[config.mk]
export PLATFORM = sky130hd
export DESIGN_NAME = uart_tx_param
export DESIGN_NICKNAME = d
export VERILOG_FILES = /design/src/rtl/uart_tx_param.sv
export SDC_FILE = /design/constraint.sdc
export NUM_CORES = 1
export LEC_CHECK = 0
export BUFFER_PORTS_ARGS = -buffer_cell sky130_fd_sc_hd__buf_2
export CORE_ASPECT_RATIO = 1.25
export CORE_MARGIN = 2
export CORE_UTILIZATION = 50
export DETAILED_ROUTE_END_ITERATION = 8
export GPL_ROUTABILITY_DRIVEN = 0
export PLACE_DENSITY = 0.69
export SLEW_MARGIN = 30
export SYNTH_ARGS = -nofsm -noshare
export SYNTH_HDL_FRONTEND = slang
export SYNTH_SLANG_ARGS = --single-unit
[constraint.sdc]
create_clock -name clk -period 4 [get_ports clk]
set_input_delay 0.6 -clock clk [delete_from_list [all_inputs] [get_ports clk]]
set_output_delay 0.6 -clock clk [all_outputs]
set_load 0.01 [all_outputs]
[src/rtl/uart_tx_param.sv]
// uart_tx_param: parameterised UART transmitter, LSB first, optional parity.
// Define UART_TX_FIFO_EN to add a FIFO_DEPTH-entry transmit FIFO.
module uart_tx_param #(
  parameter int DATA_W      = 8,
  parameter int CLK_DIV     = 5208,
  parameter int PARITY_MODE = 0,
  parameter int STOP_BITS   = 1,
  parameter int FIFO_DEPTH  = 4
) (
  input  logic              clk,
  input  logic              n_rst,
  input  logic [DATA_W-1:0] tx_data,
  input  logic              tx_valid,
  output logic              tx_ready,
  output logic              tx_out,
  output logic              busy
);

  localparam int CW = $clog2(CLK_DIV);

  // An illegal configuration never raises tx_ready.
  localparam bit CFG_OK = (DATA_W >= 5) && (DATA_W <= 9) &&
    (CLK_DIV >= 2) && (PARITY_MODE >= 0) && (PARITY_MODE <= 2) &&
    ((STOP_BITS == 1) || (STOP_BITS == 2)) && (FIFO_DEPTH >= 2) &&
    ((FIFO_DEPTH & (FIFO_DEPTH - 1)) == 0);

  typedef enum logic [2:0] {
    IDLE,
    START,
    DATA,
    PARITY,
    STOP
  } state_t;

  state_t            state;
  state_t            state_nxt;
  logic [CW-1:0]     baud_cnt;
  logic [3:0]        bit_cnt;
  logic [DATA_W-1:0] shreg;
  logic [DATA_W-1:0] load_data;
  logic              par_bit;
  logic              rdy_en;
  logic              tick;
  logic              last_bit;
  logic              avail;
  logic              load;
  logic              tx_nxt;

  assign tick = (baud_cnt == CW'(CLK_DIV - 1));

  assign last_bit = (state == DATA) ?
    (bit_cnt == 4'(DATA_W - 1)) :
    (bit_cnt == 4'(STOP_BITS - 1));

  assign load = avail &&
    ((state == IDLE) ||
     ((state == STOP) && tick && last_bit));

`ifdef UART_TX_FIFO_EN
  localparam int AW = $clog2(FIFO_DEPTH);

  logic [DATA_W-1:0] mem [FIFO_DEPTH];
  logic [AW-1:0]     wr_ptr;
  logic [AW-1:0]     rd_ptr;
  logic [AW:0]       count;
  logic              push;
  logic              full;

  assign full      = (count == (AW+1)'(FIFO_DEPTH));
  assign tx_ready  = rdy_en && !full;
  assign push      = tx_valid && tx_ready;
  assign avail     = (count != '0);
  assign load_data = mem[rd_ptr];
  assign busy      = (state != IDLE) || avail;

  always_ff @(posedge clk or negedge n_rst) begin
    if (!n_rst) begin
      wr_ptr <= '0;
      rd_ptr <= '0;
      count  <= '0;
    end else begin
      if (push) wr_ptr <= wr_ptr + 1'b1;
      if (load) rd_ptr <= rd_ptr + 1'b1;
      unique case ({push, load})
        2'b10:   count <= count + 1'b1;
        2'b01:   count <= count - 1'b1;
        default: count <= count;
      endcase
    end
  end

  always_ff @(posedge clk) begin
    if (push) mem[wr_ptr] <= tx_data;
  end
`else
  assign tx_ready  = rdy_en && (state == IDLE);
  assign avail     = tx_valid && tx_ready;
  assign load_data = tx_data;
  assign busy      = (state != IDLE);
`endif

  always_ff @(posedge clk or negedge n_rst) begin
    if (!n_rst) state <= IDLE;
    else        state <= state_nxt;
  end

  always_comb begin
    state_nxt = state;
    unique case (state)
      IDLE:
        if (avail) state_nxt = START;
      START:
        if (tick) state_nxt = DATA;
      DATA:
        if (tick && last_bit)
          state_nxt = (PARITY_MODE != 0) ? PARITY : STOP;
      PARITY:
        if (tick) state_nxt = STOP;
      STOP:
        if (tick && last_bit)
          state_nxt = avail ? START : IDLE;
      default:
        state_nxt = IDLE;
    endcase
  end

  always_comb begin
    tx_nxt = 1'b1;
    unique case (state)
      START:   tx_nxt = 1'b0;
      DATA:    tx_nxt = shreg[0];
      PARITY:  tx_nxt = par_bit;
      default: tx_nxt = 1'b1;
    endcase
  end

  // tx_out is registered, so the line lags the state by one cycle.
  always_ff @(posedge clk or negedge n_rst) begin
    if (!n_rst) begin
      rdy_en   <= 1'b0;
      baud_cnt <= '0;
      bit_cnt  <= '0;
      shreg    <= '0;
      par_bit  <= 1'b0;
      tx_out   <= 1'b1;
    end else begin
      rdy_en <= CFG_OK;
      if ((state == IDLE) || tick) baud_cnt <= '0;
      else                         baud_cnt <= baud_cnt + 1'b1;
      if (((state == DATA) || (state == STOP)) && tick)
        bit_cnt <= last_bit ? '0 : bit_cnt + 1'b1;
      if (load) begin
        shreg   <= load_data;
        par_bit <= (^load_data) ^ (PARITY_MODE == 2);
      end else if ((state == DATA) && tick) begin
        shreg <= shreg >> 1;
      end
      tx_out <= tx_nxt;
    end
  end

endmodule

======== After elaboration in Yosys (flattened, before gate mapping) ========
Index checks and enable logic that the tools add are counted.
operators by class
  multiplexer cells ....................... 13
  equality and inequality tests ........... 11
  add/subtract/negate cells ............... 2
  reduce and logical (&&, ||, !) cells .... 17
operator list
  kind                     count
  $mux W8                  2
  $mux W3                  5
  $pmux W3 S5              1
  $add A13 B1 Y13 const B  1
  $eq A13 B13 Y1 const B   1
  $mux W13                 1
  $logic_and A1 B1 Y1      8
  $ne A2 B2 Y1 const B     4
  $reduce_xor A8 Y1        1
  $eq A3 B2 Y1 const B     2
  $reduce_and A5 Y1        1
  $add A4 B1 Y4 const B    1
  $eq A4 B3 Y1 const B     1
  $logic_not A4 Y1         1
  $mux W4                  1
  $eq A3 B1 Y1 const B     1
  $eq A3 B3 Y1 const B     1
  $logic_not A3 Y1         1
  $logic_or A1 B1 Y1       3
  $pmux W1 S3              1
  $reduce_bool A3 Y1       1
  $mux W1                  2
  $ne A2 B1 Y1 const B     1
  $reduce_bool A2 Y1       1
storage, ports and cells
  output and inout port bits .............. 3
  word-level logic and storage cells ...... 50
  flip-flop bits (word level) ............. 31
  input port bits ......................... 11

======== Longest topological paths before layout ========
  depth in word-level cells ............... 6
  mapped depth ............................ 7
  mapped depth without buffers ............ 6

======== Worst setup path after synthesis ========
OpenSTA, ideal clock, no wires.
  kind .................................... register -> output
  start point ............................. reg state[0]
  end point ............................... out tx_ready
  cell stages (with the launch flop) ...... 4
  data arrival time ....................... 986 ps
  path buffers ............................ 1
  path slack .............................. 2414 ps
  required time ........................... 3400 ps
  path through ............................ dfrtp_1 -> buf_4 -> nor3_1 -> and2_1
on the way
  word-level cells in the longest chain between the ends .. 2
ends and longest elaborated chain
  element                 RTL line  text
  from (decl)             35        state_t state;
  from (signal assigned)  104       else state <= state_nxt;
  $logic_not A3 Y1        96        assign tx_ready = rdy_en && (state == IDLE);
  $logic_and A1 B1 Y1     96
  to (decl)               14        output logic tx_ready,
Every way passes these cells.

======== Worst setup path after layout ========
Same ends and word-level chain as after synthesis.

==> reports/results.txt <==
Drt drc = 0
FF+latch count, synth = 31
Yosys warnings = 0
Crit path max-delay cell type = dfrtp_1
Ys async rst share = 100.0%
Max frequency = 480.6 MHz
Worst-Margin Slew = 0.6936 ns
Critical path, cell by cell = nor3_1, and2_1, buf_2
Post-route ant nets = 0
Crit path kind = reg2out
Die H = 67.92 µm
Die Wd = 55.13 µm
Post-CTS Setup Bufs = 0
Total Routing Usage GR = 18.14%
Area added between synthesis and finish = 10.03%
Pleak = 0.8149 nW
First-pass GRT wire length = 4.781 mm
Minimum clock period = 2.081 ns
Initial antenna violation count = 0
DR pass1 iterations = 4
Post-synth EDFFs = 0
Clock Latency Late Sink = 0.29 ns
Iteration-0 DRC Markers = 22
Pwr dens = 438.0 nW/µm²
Period utilisation layout = 52.02%
Final hold violations = 0
RSZ-0062 raised after global routing = no
CP Capture Type = primary output
DP Wirelength = 2.068 mm
Ports = 14
Cell Area, Synth = 1634 µm²
Top cell type's share of synthesized area = 45.94%
# rows = 23
CTS buffer count = 5
Slew Limit Fails = 0
Largest stage delay, worst path = 0.49 ns
CTS sink cnt = 31
Buffers on Ports = 13
CTS tree = yes
Layout cells sized above 1 = 18.08%
Finish-stage setup viols = 0
Critical path required time = 3.40 ns
N_diodes = 0
Setup ws final = 1.919 ns
Leading post-synthesis cells by cell area = dfrtp_1 (46%), xnor2_1 (7.5%), nor2_1 (5.3%), mux2i_1 (4.3%), xor2_1 (2.7%)
Avg Synthesized Cell Area = 10.15 µm²
Unique cell type count in the Yosys netlist = 41
Die ar. = 3744 µm²
Slew headroom = 53.76%
Core Area = 3166 µm²
Synth Flop Type = dfrtp_1
Post-route setup TNS = 0 ns
Post-CTS resize count = 0
Crit start category = flop
Total gr overflow = 0
Gate Count Post-Synth = 161
Post-DR wirelength/cell = 12.77 µm
Status = finished clean
Crit path max fanout = 10
VDD IR max = 275.0 µV
Via density per instance = 5.369
Final Skew = 0.005657 ns
Largest buffer count on any clock path = 2
Starting Density = 51.62%
Max-cap check violation count = 0
DR vias = 1,149
Synth area leader = dfrtp_1
Hold Buf Count CTS = 0
Post-Route WL = 2.732 mm
Nets = 190
H-tree Lvls = 2
Post-synthesis sequential area ratio = 47.55%
Largest net degree at the start of global routing = 32
Pre-CTS setup slack = 2.229 ns
Clock-pin slew on the worst setup and hold paths = 0.07 ns
HP Class = in2async
Net Count, Synth = 175
CTS root buffer = clkbuf_8
Critical path arrival = 1.48 ns
Filler cells = 282
Vias in the first global route = 1,187
[final timing paths]
check / start / endpoint / slack [ns] / cells after the start
worst max-delay path: state[0]$_DFFE_PN0P_ / tx_ready / 1.92 / 3
worst min-delay path: n_rst / bit_cnt[1]$_DFFE_PN0P_ / 0.36 / 1
worst max register to register: baud_cnt[0]$_DFF_PN0_ / baud_cnt[12]$_DFF_PN0_ / 2.26 / 5
worst min register to register: baud_cnt[0]$_DFF_PN0_ / baud_cnt[0]$_DFF_PN0_ / 0.46 / 1
max in group asynchronous: n_rst / baud_cnt[7]$_DFF_PN0_ / 3.20 / 1
min in group clk: baud_cnt[0]$_DFF_PN0_ / baud_cnt[0]$_DFF_PN0_ / 0.46 / 1
[critical path, delay by kind of cell, from the launching register on]
kind,cells,cell delay (ns)
buffers and inverters,1,0.15
DFF,1,0.49
and+or+nand+nor,2,0.56
[cells in the mapped netlist (all sizes together), types with 5 or more instances]
library cell and count:
nand4 5, nor2 23, inv 9, mux2i 7, a21oi 8, xnor2 14, dfrtp 30, nand3 7
xor2 5, o21ai 6, nand2 10, buf 5
[cells in the final DEF (no fill, tap or decap), types with 2 or more instances in the layout]
master      instances
dfrtp_1            30
nor2_1             23
xnor2_1            14
buf_2              13
inv_1               9
nand2_1             9
nand3_1             7
mux2i_1             7
a21oi_1             7
o21ai_0             6
xor2_1              5
clkbuf_8            5
nand4_1             4
and2_1              3
ha_1                3
nor3_1              2
and4_1              2
nor4_1              2
and3_1              2
clkinvlp_4          2
[power breakdown]
part	internal, mW	switching [mW]	total, mW
combinational	0.0624	0.0713	0.134
clock	0.121	0.122	0.242
sequential	0.368	0.0435	0.411
total	0.551	0.236	0.788
[state kept, by name, indices dropped and copies added (netlist names)]
name	count
state	3
bit_cnt	4
baud_cnt	13
shreg	8
par_bit	1
tx_out	1
rdy_en	1
[final cells by class]
cell class              instances  area, µm²  area share [%]
multi-input cells             116      787.0           43.77
inverters                       9      33.78           1.879
flip-flops and latches         31      777.0           43.22
repair buffers                 13      65.06           3.619
well taps                      37      46.29           2.575
clock buffers                   5      68.82           3.827
clock inverters                 3      20.02           1.113
[metal layers]
metal / GRT usage (%) / wire length, µm
met3: 4.585 / 99
met4: 9.451 / 60
met1: 17.63 / 1115
met5: 0 / 0
met2: 33.78 / 1457
[cell families after synthesis]
group | Yosys count | share of synthesized area, %
AOI/OAI and AO/OA | 21 | 7.964
xor gates and xnor gates | 19 | 10.18
adders and majority gates | 3 | 2.297
buffers and inverters | 14 | 4.287
DFF | 31 | 47.55
muxes | 8 | 4.977
other | 1 | 0.2295
and+or+nand+nor | 64 | 22.51
[stage by stage]
step                      hold WS (ns)  util (%)  instances  power, mW  instance area, µm²
after global routing            0.4084     56.80        214     0.8349                1798
after floorplan                 0.3044         -        161     0.5097                1634
after global placement          0.4412     53.99        206     0.5482                1709
after CTS                       0.3702     56.80        214     0.8008                1798
final                           0.3561     56.80        214     0.7875                1798
after detailed placement        0.4478     53.99        206     0.5542                1709
Note: power is estimated with default switching activity, not from simulation.
